### config.mk
export PLATFORM = sky130hd
export DESIGN_NAME = msk_bit_deframer
export DESIGN_NICKNAME = d
export VERILOG_FILES = /design/src/rtl/msk_pkg.sv /design/src/rtl/msk_sync_correlator.sv /design/src/rtl/msk_bit_deframer.sv
export SDC_FILE = /design/constraint.sdc
export NUM_CORES = 1
export LEC_CHECK = 0
export ABC_CLOCK_PERIOD_IN_PS = 7300
export CAP_MARGIN = 10
export CORE_MARGIN = 2
export CORE_UTILIZATION = 53
export CTS_CLUSTER_SIZE = 30
export DETAILED_ROUTE_END_ITERATION = 6
export PLACE_DENSITY = 0.76
export SYNTH_ARGS = -nofsm -noshare
export SYNTH_HDL_FRONTEND = slang
export SYNTH_HIERARCHICAL = 1
export SYNTH_SLANG_ARGS = --single-unit
### constraint.sdc
create_clock -name clk -period 7.3 [get_ports clk]
set_clock_uncertainty 0.2 [all_clocks]
set_input_delay 1.46 -clock clk [delete_from_list [all_inputs] [get_ports clk]]
set_output_delay 1.46 -clock clk [all_outputs]
set_load 0.005 [all_outputs]
### src/rtl/msk_pkg.sv
// rtl/msk_pkg.sv - shared types, constants and helpers for the MSK bit deframer
package msk_pkg;

  typedef enum logic {
    HUNT    = 1'b0,
    PAYLOAD = 1'b1
  } deframer_state_t;

  localparam logic [31:0] MSK_SYNC_WORD = 32'h1ACFFC1D;

  // Number of set bits in a 32-bit word; used as a Hamming distance.
  function automatic logic [5:0] popcount32(input logic [31:0] v);
    logic [5:0] c;
    c = '0;
    for (int i = 0; i < 32; i++) begin
      c = c + {5'd0, v[i]};
    end
    return c;
  endfunction

endpackage

### src/rtl/msk_sync_correlator.sv
// rtl/msk_sync_correlator.sv - sync word correlator with error tolerance (MSK_DEFRAMER_INVERT_DETECT_EN adds inverted compare)
module msk_sync_correlator
  import msk_pkg::*;
#(
  parameter logic [31:0] SYNC_WORD    = MSK_SYNC_WORD,
  parameter int          SYNC_LEN     = 32,
  parameter int          MAX_SYNC_ERR = 0
) (
  input  logic clk,
  input  logic reset_n,
  input  logic bit_in,
  input  logic bit_valid,
  input  logic enable,
  input  logic clear,
  output logic hit,
  output logic hit_inv
);

  // Only the SYNC_LEN least significant bits take part in the compare.
  localparam logic [31:0] SYNC_MASK = 32'hFFFF_FFFF >> (32 - SYNC_LEN);
  localparam logic [31:0] SYNC_REF  = SYNC_WORD & SYNC_MASK;
  localparam logic [5:0]  FILL_FULL = 6'(SYNC_LEN);
  localparam logic [5:0]  MAX_ERR   = 6'(MAX_SYNC_ERR);

  logic [31:0] shreg_q, shreg_d;
  logic [5:0]  fill_q, fill_d;
  logic [31:0] shifted;
  logic [5:0]  fill_inc;
  logic        full_now;
  logic        unused_oldest;

  // The oldest bit falls off the window before it is ever compared.
  assign unused_oldest = shreg_q[31];

  // Next window value including the current bit, and the saturating fill count.
  always_comb begin
    shifted  = {shreg_q[30:0], bit_in} & SYNC_MASK;
    fill_inc = (fill_q == FILL_FULL) ? fill_q : fill_q + 6'd1;
    full_now = (fill_inc == FILL_FULL);
    shreg_d  = shreg_q;
    fill_d   = fill_q;
    if (clear) begin
      shreg_d = '0;
      fill_d  = '0;
    end else if (bit_valid && enable) begin
      shreg_d = shifted;
      fill_d  = fill_inc;
    end
  end

  // Hits are combinational so the FSM can react on the same strobe.
  always_comb begin
    hit = bit_valid && enable && full_now &&
          (popcount32(shifted ^ SYNC_REF) <= MAX_ERR);
`ifdef MSK_DEFRAMER_INVERT_DETECT_EN
    hit_inv = bit_valid && enable && full_now &&
              (popcount32((~shifted & SYNC_MASK) ^ SYNC_REF) <= MAX_ERR);
`else
    hit_inv = 1'b0;
`endif
  end

  // Window and fill registers.
  always_ff @(posedge clk) begin
    if (!reset_n) begin
      shreg_q <= '0;
      fill_q  <= '0;
    end else begin
      shreg_q <= shreg_d;
      fill_q  <= fill_d;
    end
  end

endmodule

### src/rtl/msk_bit_deframer.sv
// rtl/msk_bit_deframer.sv - sync hunt and payload byte assembly for MSK bit stream (MSK_DEFRAMER_INVERT_DETECT_EN enables polarity recovery)
module msk_bit_deframer
  import msk_pkg::*;
#(
  parameter logic [31:0] SYNC_WORD     = MSK_SYNC_WORD,
  parameter int          SYNC_LEN      = 32,
  parameter int          MAX_SYNC_ERR  = 0,
  parameter int          PAYLOAD_BYTES = 16
) (
  input  logic        clk,
  input  logic        reset_n,
  input  logic        bit_in,
  input  logic        bit_valid,
  output logic [7:0]  byte_out,
  output logic        byte_valid,
  output logic        sof,
  output logic        eof,
  output logic        locked,
  output logic [15:0] frame_cnt,
  output logic        sync_inverted
);

  localparam logic [7:0] LAST_IDX = 8'(PAYLOAD_BYTES - 1);

  deframer_state_t state_q, state_d;
  logic [2:0]  bit_cnt_q, bit_cnt_d;
  logic [7:0]  byte_idx_q, byte_idx_d;
  logic [7:0]  asm_q, asm_d;
  logic [7:0]  byte_out_q, byte_out_d;
  logic        byte_valid_q, byte_valid_d;
  logic        sof_q, sof_d;
  logic        eof_q, eof_d;
  logic        locked_q, locked_d;
  logic [15:0] frame_cnt_q, frame_cnt_d;
`ifdef MSK_DEFRAMER_INVERT_DETECT_EN
  logic        inv_q, inv_d;
`endif

  logic       hit;
  logic       hit_inv;
  logic       corr_clear;
  logic       payload_bit;
  logic [7:0] asm_shift;

  msk_sync_correlator #(
    .SYNC_WORD    (SYNC_WORD),
    .SYNC_LEN     (SYNC_LEN),
    .MAX_SYNC_ERR (MAX_SYNC_ERR)
  ) u_corr (
    .clk       (clk),
    .reset_n   (reset_n),
    .bit_in    (bit_in),
    .bit_valid (bit_valid),
    .enable    (state_q == HUNT),
    .clear     (corr_clear),
    .hit       (hit),
    .hit_inv   (hit_inv)
  );

  // Next-state logic: hunt for sync, then assemble PAYLOAD_BYTES bytes MSB first.
  always_comb begin
    state_d      = state_q;
    bit_cnt_d    = bit_cnt_q;
    byte_idx_d   = byte_idx_q;
    asm_d        = asm_q;
    byte_out_d   = byte_out_q;
    byte_valid_d = 1'b0;
    sof_d        = 1'b0;
    eof_d        = 1'b0;
    locked_d     = locked_q;
    frame_cnt_d  = frame_cnt_q;
    corr_clear   = 1'b0;
`ifdef MSK_DEFRAMER_INVERT_DETECT_EN
    inv_d        = inv_q;
    payload_bit  = bit_in ^ inv_q;
`else
    payload_bit  = bit_in;
`endif
    asm_shift    = {asm_q[6:0], payload_bit};

    case (state_q)
      HUNT: begin
        // A normal hit takes priority over an inverted one.
        if (bit_valid && (hit || hit_inv)) begin
          state_d    = PAYLOAD;
          locked_d   = 1'b1;
          bit_cnt_d  = '0;
          byte_idx_d = '0;
          asm_d      = '0;
`ifdef MSK_DEFRAMER_INVERT_DETECT_EN
          inv_d      = !hit;
`endif
        end
      end
      PAYLOAD: begin
        if (bit_valid) begin
          asm_d     = asm_shift;
          bit_cnt_d = bit_cnt_q + 3'd1;
          if (bit_cnt_q == 3'd7) begin
            byte_out_d   = asm_shift;
            byte_valid_d = 1'b1;
            sof_d        = (byte_idx_q == 8'd0);
            eof_d        = (byte_idx_q == LAST_IDX);
            byte_idx_d   = byte_idx_q + 8'd1;
            if (byte_idx_q == LAST_IDX) begin
              state_d     = HUNT;
              locked_d    = 1'b0;
              frame_cnt_d = frame_cnt_q + 16'd1;
              corr_clear  = 1'b1;
            end
          end
        end
      end
      default: state_d = HUNT;
    endcase
  end

  // State and registered outputs.
  always_ff @(posedge clk) begin
    if (!reset_n) begin
      state_q      <= HUNT;
      bit_cnt_q    <= '0;
      byte_idx_q   <= '0;
      asm_q        <= '0;
      byte_out_q   <= '0;
      byte_valid_q <= 1'b0;
      sof_q        <= 1'b0;
      eof_q        <= 1'b0;
      locked_q     <= 1'b0;
      frame_cnt_q  <= '0;
`ifdef MSK_DEFRAMER_INVERT_DETECT_EN
      inv_q        <= 1'b0;
`endif
    end else begin
      state_q      <= state_d;
      bit_cnt_q    <= bit_cnt_d;
      byte_idx_q   <= byte_idx_d;
      asm_q        <= asm_d;
      byte_out_q   <= byte_out_d;
      byte_valid_q <= byte_valid_d;
      sof_q        <= sof_d;
      eof_q        <= eof_d;
      locked_q     <= locked_d;
      frame_cnt_q  <= frame_cnt_d;
`ifdef MSK_DEFRAMER_INVERT_DETECT_EN
      inv_q        <= inv_d;
`endif
    end
  end

  assign byte_out   = byte_out_q;
  assign byte_valid = byte_valid_q;
  assign sof        = sof_q;
  assign eof        = eof_q;
  assign locked     = locked_q;
  assign frame_cnt  = frame_cnt_q;
`ifdef MSK_DEFRAMER_INVERT_DETECT_EN
  assign sync_inverted = inv_q;
`else
  assign sync_inverted = 1'b0;
`endif

endmodule

==> impl_results.rst <==
.. list-table::
   :header-rows: 1

   * - Metric
     - Value
   * - Path type of the worst setup path
     - in2reg
   * - Most common library cell in the layout ignoring fill and taps
     - sky130_fd_sc_hd__nand2_1
   * - Aggregate global routing overflow
     - 0
   * - Vias in the first global route
     - approximately 3300
   * - Share of total power in combinational logic
     - 0.116
   * - Status
     - finished, final reports clean
   * - Vias
     - roughly 3400
   * - CP startpoint
     - bit_in
   * - Pre-Repair DR Iteration Count
     - 5
   * - Inserted Diodes
     - 0
   * - Dominant cells by area after synthesis
     - sky130_fd_sc_hd__dfxtp_1 40%, sky130_fd_sc_hd__fa_1 11%, sky130_fd_sc_hd__nand2_1 8.5%
   * - Width of the chip
     - roughly 93 um
   * - Post-layout utilization of the core
     - 0.636
   * - Total core area
     - between 0.007 and 0.008 sq mm
   * - Largest buffer count on any clock path
     - 2
   * - Critical Path Max Stage Delay
     - around 0.55 ns
   * - Hold violation total from the final report
     - 0
   * - Net count after synthesis
     - between 500 and 600
   * - Worst reg2reg path depth
     - 20
   * - DR WL/cell
     - around 13 um
   * - Net load switching power
     - between 200 and 250 uW
   * - Max capacitance violation total
     - 0
   * - Buffers inserted by post-CTS timing repair
     - 0
   * - Max-Slew Margin vs Limit
     - 0.226
   * - Overall Global Routing Usage
     - 0.211
   * - Number of rows created at floorplan
     - 32
   * - Remaining number of nets flagged by the antenna check after routing
     - 0
   * - DIE AREA
     - between 0.008 and 0.009 sq mm
   * - Final net count
     - about 570
   * - Maximum resistive drop on vdd
     - around 150 uV
   * - Synth Register Bits
     - between 80 and 90
   * - Reg-to-reg critical path endpoint
     - byte_idx_q[5]
   * - Clk_lat worst skew
     - 0.36 ns
   * - Synthesis warning total
     - 6
   * - Worst hold path endpoint
     - byte_out[3]
   * - Cell leakage power
     - between 1.5 and 2 nW
   * - Per-cell via count in the routed design
     - between 5 and 6
   * - RSZ-0062 raised after global routing
     - false
   * - Required @ worst endpoint
     - 7.39 ns
   * - Worst-Margin Slew
     - ~1.2 ns
   * - Share of synthesized area occupied by flip-flops and latches
     - 0.397
   * - Hold wc startpoint
     - byte_out[3]
   * - Setup total negative slack
     - 0 ns
   * - Routed wire length
     - about 8500 um
   * - Crit start category
     - input port
   * - Master of the slowest instance on the critical path
     - sky130_fd_sc_hd__fa_1
   * - Post-synth top area cell
     - sky130_fd_sc_hd__dfxtp_1
   * - IO Port Bufs
     - 31
   * - Max Slew Vio Count
     - 0
   * - Inserted Clock Buffers
     - 9
   * - Count of flip-flops with a built-in enable after synthesis
     - 0
   * - Library cells used by synthesis
     - 50
   * - Data arrival, critical path
     - slightly below 7 ns
   * - Post-DP HPWL
     - roughly 6000 um
   * - Ratio of total power to cell area
     - approximately 190 mW/mm^2
   * - Level count of the clock H-tree
     - 3
   * - Worst-path fanout max
     - 3
   * - Worst reg2reg setup slack
     - roughly 1.2 ns
   * - Signed area change from the synthesized netlist to the final layout
     - 16.1%
   * - DRT iter0 DRCs
     - between 100 and 150
   * - Post-route DRC violation count
     - 0
   * - Kind of end point of the critical path
     - register
   * - Clock tree sinks
     - 84
   * - Post-synth top area share
     - 0.397
   * - Total buffers and inverters traversed by the critical path
     - 4
   * - Starting density of the core
     - 0.548
   * - Per-instance average area after synthesis
     - roughly 8.6 sq um
   * - Clock network fraction of design power
     - 0.376
   * - I/O pin count
     - 33
   * - Achievable Freq
     - 145 MHz
   * - Share of total power in sequential cells
     - 0.507
   * - Gate family responsible for the most delay along the worst path
     - adder cells
   * - Cell count after synthesis
     - between 400 and 500
   * - Total power of the final layout
     - about 920 uW
   * - Fraction of layout cells with a size suffix above 1
     - 0.0814
   * - Final critical delay including setup and external delays
     - 6.87 ns
   * - Clock tree from TritonCTS
     - built
   * - Internal Dissipation
     - ~670 uW
   * - Top FF cell, synth
     - sky130_fd_sc_hd__dfxtp_1
   * - Worst R2R Start
     - u_corr/shreg_q[16]
   * - HP Class
     - reg2reg
   * - Total of endpoints with negative setup slack in the final report
     - 0
   * - Switch share
     - 0.268
   * - Clock root buffer
     - sky130_fd_sc_hd__clkbuf_8
   * - Min Hold Slack
     - around 0.26 ns
   * - Largest net degree at the start of global routing
     - 38
   * - Number of antenna violations at the first check in global routing
     - 0
   * - Most frequent cell on the critical path
     - sky130_fd_sc_hd__fa_1
   * - Global placement routability congestion
     - between 0.8 and 0.9
   * - Global-route wire length before repair
     - between 10000 and 15000 um
   * - Asr flop ratio synth
     - 0
   * - Stages on worst setup path
     - 19
   * - Clock slew at the register clock pins of the worst setup and hold paths
     - ~0.090 ns
   * - WHS Path Cells
     - 2
   * - Post-route clock period utilization
     - 0.942
   * - Ordered list of cells on the worst path
     - dlymetal6s2s_1 > inv_1 > fa_1 > fa_1 > fa_1 > inv_1 > fa_1 > fa_1 > inv_1 > fa_1 > ha_2 > fa_2 > a2111oi_4 > o211ai_1 > a2111oi_4 > o31a_1 > nand3_2 > or4_1 > o21ai_0
   * - Y dimension of the die
     - 93.4 um
   * - Post-synthesis instance area
     - between 0.004 and 0.005 sq mm
   * - Top library cells by usage in the layout, fill and taps aside
     - 96 x sky130_fd_sc_hd__nand2_1, 84 x sky130_fd_sc_hd__dfxtp_1, 53 x sky130_fd_sc_hd__a21oi_1, 51 x sky130_fd_sc_hd__inv_1, 30 x sky130_fd_sc_hd__clkdlybuf4s50_1
[synth_stat cells, types with 2 or more instances]
| cell type | count |
|---|---|
| sky130_fd_sc_hd__nand2_1 | 96 |
| sky130_fd_sc_hd__dfxtp_1 | 84 |
| sky130_fd_sc_hd__a21oi_1 | 53 |
| sky130_fd_sc_hd__inv_1 | 51 |
| sky130_fd_sc_hd__fa_1 | 24 |
| sky130_fd_sc_hd__nor2_1 | 24 |
| sky130_fd_sc_hd__clkbuf_1 | 17 |
| sky130_fd_sc_hd__ha_1 | 15 |
| sky130_fd_sc_hd__nand3_1 | 14 |
| sky130_fd_sc_hd__nand4_1 | 7 |
| sky130_fd_sc_hd__or3_1 | 7 |
| sky130_fd_sc_hd__xnor2_1 | 7 |
| sky130_fd_sc_hd__xor2_1 | 7 |
| sky130_fd_sc_hd__a22o_1 | 6 |
| sky130_fd_sc_hd__and3_1 | 6 |
| sky130_fd_sc_hd__nor4_1 | 6 |
| sky130_fd_sc_hd__o21ai_0 | 6 |
| sky130_fd_sc_hd__and2_1 | 5 |
| sky130_fd_sc_hd__nand2b_1 | 4 |
| sky130_fd_sc_hd__or4_1 | 4 |
| sky130_fd_sc_hd__a211oi_1 | 3 |
| sky130_fd_sc_hd__a22oi_1 | 3 |
| sky130_fd_sc_hd__nor3_1 | 3 |
| sky130_fd_sc_hd__o21ai_1 | 3 |
| sky130_fd_sc_hd__o31ai_1 | 3 |
| sky130_fd_sc_hd__buf_1 | 2 |
| sky130_fd_sc_hd__buf_4 | 2 |
| sky130_fd_sc_hd__buf_6 | 2 |
| sky130_fd_sc_hd__clkbuf_2 | 2 |
| sky130_fd_sc_hd__conb_1 | 2 |
| sky130_fd_sc_hd__mux2i_1 | 2 |
| sky130_fd_sc_hd__o211ai_1 | 2 |
| sky130_fd_sc_hd__o41ai_1 | 2 |
| sky130_fd_sc_hd__or4_4 | 2 |
| sky130_fd_sc_hd__or4b_1 | 2 |
[cell families after synthesis]
family | synth area share
mux | 0.00738
buf+inv | 0.0732
simple gates | 0.211
xor+xnor | 0.0289
other cells | 0.00177
compound gates | 0.123
fa+ha+maj | 0.158
flops | 0.397
[power groups by stage]
stage	sequential [mW]	clock (mW)	combinational [mW]
floorplan	0.474	0	0.0628
global placement	0.475	0	0.0868
detailed placement	0.475	0	0.0908
CTS	0.464	0.355	0.0962
global route	0.465	0.372	0.121
finish	0.464	0.344	0.106
[per-layer routing]
| metal | vias up | GRT usage | part of all wire |
|---|---|---|---|
| met5 | - | 0 | 0 |
| met3 | 13 | 0.0588 | 0.047 |
| li1 | 1691 | - | - |
| met4 | 0 | 0.0674 | 0.016 |
| met1 | 1593 | 0.282 | 0.47 |
| met2 | 78 | 0.332 | 0.47 |
[worst min-delay path, stage by stage, from the launching register on]
cell and delay (ns):
sky130_fd_sc_hd__dfxtp_1 0.32, sky130_fd_sc_hd__nand2_1 0.05, sky130_fd_sc_hd__a21oi_1 0.05
[state kept, by name, summed over array words and instances (netlist names), 3 cells and up]
signal and count:
asm_q 7, bit_cnt_q 3, byte_idx_q 8, byte_out 8, frame_cnt 16, u_corr/fill_q 6, u_corr/shreg_q 31
[worst max-delay path by stage]
stage / slack, ns / to
2_1_floorplan: 0.11 / byte_idx_q[5]
3_3_place_gp: -0.49 / byte_idx_q[5]
3_5_place_dp: -0.68 / byte_idx_q[5]
4_1_cts: 0.01 / byte_idx_q[5]
5_1_grt: 0.18 / byte_idx_q[5]
6_report: 0.43 / byte_idx_q[5]
[metrics by stage]
| step | area (sq um) | setup WS, ns | instances |
|---|---|---|---|
| 5_1_grt | 4920 | 0.184 | 630 |
| 3_5_place_dp | 4650 | -0.677 | 613 |
| 3_3_place_gp | 4650 | -0.490 | 613 |
| 2_1_floorplan | 4240 | 0.106 | 493 |
| 6_report | 4920 | 0.425 | 630 |
| 4_1_cts | 4870 | 0.0144 | 629 |
[cell type report]
| cell class | instances | area (sq um) |
|---|---|---|
| multi-input combinational | 333 | 2290 |
| timing repair buffer | 44 | 418 |
| clock inverter | 7 | 82.6 |
| sequential | 84 | 1680 |
| clock buffer | 9 | 124 |
| fill | 640 | 2810 |
| inverter | 51 | 191 |
| tap | 102 | 128 |
[repair_timing]
item	in CTS	in global routing
resized for setup	4	5
pin swaps	4	6
endpoints found under the hold margin	0	0
hold buffers	0	0
setup endpoints to repair	19	19
(Power assumes the default switching activity.)
